**src/rtl/mem_access32.sv**
```systemverilog
// Load/store unit between a core request port and a word-wide memory.
// Handles byte/half/word accesses, sign extension, alignment faults and read-modify-write stores.
module mem_access32 #(
  parameter int unsigned CHECK_ALIGN = 1
) (
  input  logic        CLK,
  input  logic        RESET,
  input  logic        in_req_valid,
  output logic        out_req_ready,
  input  logic        in_req_write,
  input  logic [1:0]  in_req_size,
  input  logic        in_req_signed,
  input  logic [31:0] in_req_address,
  input  logic [31:0] in_req_data,
  output logic        out_resp_valid,
  input  logic        in_resp_ready,
  output logic [31:0] out_resp_data,
  output logic        out_resp_exception,
  output logic [31:0] out_mem_read_address,
  input  logic [31:0] in_mem_read_data,
  input  logic        in_mem_read_exception,
  output logic        out_mem_write_enable,
  output logic [31:0] out_mem_write_address,
  output logic [31:0] out_mem_write_data,
  input  logic        in_mem_write_exception
);

  typedef enum logic [1:0] {IDLE, READ, WRITE, RESP} state_t;

  state_t      r_state;
  logic        r_write;
  logic [1:0]  r_size;
  logic        r_signed;
  logic [31:0] r_data;
  logic [1:0]  r_off;
  logic [31:0] r_waddr;
  logic [31:0] r_wdata;
  logic        r_wen;
  logic [31:0] r_resp_data;
  logic        r_resp_exc;

  logic        w_mis;
  logic        w_fault;
  logic [1:0]  w_size;
  logic [1:0]  w_off;
  logic [4:0]  w_sh;
  logic [31:0] w_lane;
  logic [31:0] w_load;
  logic [31:0] w_mask;
  logic [31:0] w_merged;

  always_comb begin
    w_mis   = (in_req_size == 2'd3)
            | ((in_req_size == 2'd1) & in_req_address[0])
            | ((in_req_size == 2'd2) & (|in_req_address[1:0]));
    w_fault = (CHECK_ALIGN != 0) && w_mis;
    // With checking off, size 3 behaves as a word and offsets are forced onto the access size.
    w_size  = (in_req_size == 2'd3) ? 2'd2 : in_req_size;
    case (w_size)
      2'd0:    w_off = in_req_address[1:0];
      2'd1:    w_off = {in_req_address[1], 1'b0};
      default: w_off = 2'd0;
    endcase
  end

  always_comb begin
    w_sh   = {r_off, 3'b000};
    w_lane = in_mem_read_data >> w_sh;
    case (r_size)
      2'd0:    w_load = {{24{r_signed & w_lane[7]}}, w_lane[7:0]};
      2'd1:    w_load = {{16{r_signed & w_lane[15]}}, w_lane[15:0]};
      default: w_load = w_lane;
    endcase
    w_mask   = ((r_size == 2'd0) ? 32'h0000_00FF : 32'h0000_FFFF) << w_sh;
    w_merged = (in_mem_read_data & ~w_mask) | ((r_data << w_sh) & w_mask);
  end

  always_ff @(posedge CLK or negedge RESET) begin
    if (!RESET) begin
      r_state     <= IDLE;
      r_write     <= 1'b0;
      r_size      <= '0;
      r_signed    <= 1'b0;
      r_data      <= '0;
      r_off       <= '0;
      r_waddr     <= '0;
      r_wdata     <= '0;
      r_wen       <= 1'b0;
      r_resp_data <= '0;
      r_resp_exc  <= 1'b0;
    end else begin
      case (r_state)
        IDLE: begin
          if (in_req_valid) begin
            r_write    <= in_req_write;
            r_size     <= w_size;
            r_signed   <= in_req_signed;
            r_data     <= in_req_data;
            r_off      <= w_off;
            r_waddr    <= {in_req_address[31:2], 2'b00};
            r_resp_data <= '0;
            r_resp_exc <= 1'b0;
            if (w_fault) begin
              r_resp_exc <= 1'b1;
              r_state    <= RESP;
            end else if (in_req_write && (w_size == 2'd2)) begin
              r_wdata <= in_req_data;
              r_wen   <= 1'b1;
              r_state <= WRITE;
            end else begin
              r_state <= READ;
            end
          end
        end
        READ: begin
          if (in_mem_read_exception) begin
            r_resp_exc  <= 1'b1;
            r_resp_data <= '0;
            r_state     <= RESP;
          end else if (r_write) begin
            r_wdata <= w_merged;
            r_wen   <= 1'b1;
            r_state <= WRITE;
          end else begin
            r_resp_data <= w_load;
            r_state     <= RESP;
          end
        end
        WRITE: begin
          r_wen       <= 1'b0;
          r_resp_exc  <= in_mem_write_exception;
          r_resp_data <= '0;
          r_state     <= RESP;
        end
        RESP: begin
          if (in_resp_ready) begin
            r_resp_data <= '0;
            r_resp_exc  <= 1'b0;
            r_state     <= IDLE;
          end
        end
        default: r_state <= IDLE;
      endcase
    end
  end

  // Gating with RESET keeps ready low while reset is held, yet high on the first edge after release.
  assign out_req_ready         = (r_state == IDLE) && RESET;
  assign out_resp_valid        = (r_state == RESP);
  assign out_resp_data         = r_resp_data;
  assign out_resp_exception    = r_resp_exc;
  assign out_mem_read_address  = r_waddr;
  assign out_mem_write_enable  = r_wen;
  assign out_mem_write_address = r_waddr;
  assign out_mem_write_data    = r_wdata;

endmodule

```
**config.mk**
```make
export PLATFORM = sky130hd
export DESIGN_NAME = mem_access32
export DESIGN_NICKNAME = d
export VERILOG_FILES = /design/src/rtl/mem_access32.sv
export SDC_FILE = /design/constraint.sdc
export NUM_CORES = 1
export LEC_CHECK = 0
export ABC_AREA = 1
export CAP_MARGIN = 10
export CORE_MARGIN = 8
export CORE_UTILIZATION = 45
export CTS_CLUSTER_DIAMETER = 100
export CTS_CLUSTER_SIZE = 40
export DETAILED_ROUTE_END_ITERATION = 8
export PLACE_DENSITY = 0.87
export SYNTH_ARGS = -nofsm -noshare
export SYNTH_HDL_FRONTEND = slang
export SYNTH_SLANG_ARGS = --single-unit
```
**constraint.sdc**
```tcl
create_clock -name CLK -period 1.9 [get_ports CLK]
set_input_delay 0.19 -clock CLK [delete_from_list [all_inputs] [get_ports CLK]]
set_output_delay 0.19 -clock CLK [all_outputs]
set_load 0.01 [all_outputs]
```
==> flow_summary.toml <==
[floorplanning]
num_rows = 46
io_pins = 238
core_um2 = 15800
die_h_um = 143
die_w_um = 143
start_util_pct = 45.9
die_area_um2 = 20500

[timing]
finalSetupViolations = 0
hold_violations = 0
min_period_ns = 1.81
period_share_pct = 95.3
max_freq_mhz = 552
slew_headroom_pct = 53.5
clock_skew_ns = 0.00927
drv_slew = 0
whs_ns = 0.295
worst_slew_pin_slew_ns = 0.698

[setup_path]
arrival_ns = 1.62
r2r-start = "r_state[1]"
cp_max_fo = 4
rr_worst_depth = 10
critPathCapture = "out_resp_valid"
worst_ep_required_time_ns = 1.71
start_kind = "flip-flop"
end_kind = "primary output"
startpoint = "r_state[0]"
path_class = "reg -> out"
rrSetupSlack_ns = 0.15
worstReg2RegEnd = "out_resp_data[20]"

[status]
status = "complete, no violations"

[clock_tree]
insertion_delay_ns = 0.42
clk_pin_slew_ns = 0.06
cts_tree = "built"
cts_max_level = 4
clock_sinks = 128
cts_buffers = 17
root_buffer = "clkbuf_16"
clock_path_buffers = 2

[route]
drt-initial-drc-count = 731
ant_nets = 0
via_count = 7427
drt_wl_total_mm = 24.3
drt_pass1_iterations = 7
avgViaCountPerCell = 5.08
routedWlPerCell_um = 16.6
drc = 0

[global_route]
antenna_found_initial = 1
grt_start_max_net_pins = 129
grtUsageTotal_pct = 23.8
grt_pass1_wl_mm = 37.9
grt_pass1_vias = 7247
overflow = 0

[placed_design]
dp_cells = 1427
dpl_cell_area_um2 = 9590
gp_congestion = 0.957
portBuffers = 233
hpwlAfterDp_mm = 18.3

[power_and_ir_drop]
leakage_nw = 5.22
pwr_density_cell_nw_per_um2 = 1740
vdd.ir_drop.worst_mv = 0.985

[min_path]
holdCritPathClass = "in -> reg"
holdCritStartpoint = "in_req_address[3]"

[finish]
final_common_cell = "nand2_1"
finish.instance_area_um2 = 10200
drive_gt1_share_pct = 6.27
syn2layout_area_growth_pct = 40.6
instances_no_fill = 1461
mostFrequentLayoutCells = "nand2_1 (435), clkdlybuf4s50_1 (231), dfrtp_1 (127)"
nets = 1344
nFillCells = 1325

[synth]
synthCells = 1041
yosysWarnings = 0
synthDistinctLibCells = 28
syn_avg_cell_area_um2 = 6.98
seq_area_frac_synth_pct = 44.1
synth_area_um2 = 7260
yosysTopAreaCellShare_pct = 44.1
synth_area_leader_cell = "dfrtp_1"
synth_area_leaders = "dfrtp_1 (44%), nand2_1 (23%), o21ai_0 (6.3%), inv_1 (5.4%), nand3_1 (5.0%)"
ys_ff_latch = 128

[flow_run]
drv_cap = 0
[critical path: stages, from the launching register on]
cell	delay (ns)
dfrtp_1	0.43
ha_1	0.22
clkdlybuf4s50_1	0.55
[metrics by stage]
stage                     total power [mW]  util (%)  setup TNS (ns)  worst slack, ns
after global placement                14.2      60.6               0            0.217
after CTS                             17.8      64.4               0           0.0774
after detailed placement              14.4      60.6               0           0.0620
after floorplan                       10.5         -               0            0.261
after global routing                  19.1      64.5         -0.0341          -0.0182
final                                 17.8      64.5               0           0.0886
[layer usage]
layer	global-route usage (%)	routed length [µm]	up-vias
li1	-	-	3595
met3	6.31	2400	52
met1	30.0	9700	3385
met2	37.7	11500	395
met4	10.3	670	0
met5	0	0	-
[timing repair]
| item | in CTS | in global routing |
|---|---|---|
| hold buffers | 1 | 0 |
| setup endpoints to repair | 1 | 13 |
| hold endpoints to repair | 128 | 0 |
| resized for setup | 5 | 1 |
| setup buffers | 0 | 1 |
[worst min-delay path by stage]
stage | end | depth (start not counted)
final | out_mem_read_address[3] | 3
after global routing | out_mem_read_address[22] | 3
after CTS | out_mem_read_address[3] | 3
after detailed placement | out_mem_write_data[4] | 2
after global placement | out_mem_write_data[4] | 2
after floorplan | out_mem_read_address[10] | 0
[cell usage after synthesis, drive strengths merged]
master  number
ha           6
nor2        44
nand3       76
o211ai       1
a21oi       37
clkbuf      21
o31ai        7
o21a         1
buf         68
o21ai       96
conb         1
o22ai        5
dfrtp      128
nand2      439
nand4        1
inv        110
[layout make-up]
class | instances | area (µm²) | share of cell area [%]
sequential | 128 | 3200 | 31.4
multi-input combinational | 717 | 3140 | 30.7
timing repair buffer | 258 | 2600 | 25.4
clock buffer | 17 | 425 | 4.17
inverter | 110 | 415 | 4.07
tap | 216 | 270 | 2.65
clock inverter | 14 | 156 | 1.53
antenna | 1 | 2.50 | 0.0245
[logic make-up after synthesis]
| group | share of synthesized area (%) |
|---|---|
| other cells | 0.0516 |
| simple gates | 31.2 |
| fa+ha+maj | 1.03 |
| compound gates | 10.6 |
| buf+inv | 13.1 |
| flops | 44.1 |
[sequential cells by signal, summed over array words and instances (netlist names), 2 cells and up]
register and cells:
out_mem_read_address 30, r_data 24, out_resp_data 32, r_size 2, r_off 2, r_state 2, out_mem_write_data 32
[report_power, final]
| group | internal [mW] | leakage [nW] | switching [mW] |
|---|---|---|---|
| Clock | 1.94 | 0.274 | 1.30 |
| Sequential | 3.91 | 1.62 | 0.791 |
| Combinational | 4.24 | 3.32 | 5.60 |
Power figures use the tool's default switching activity.
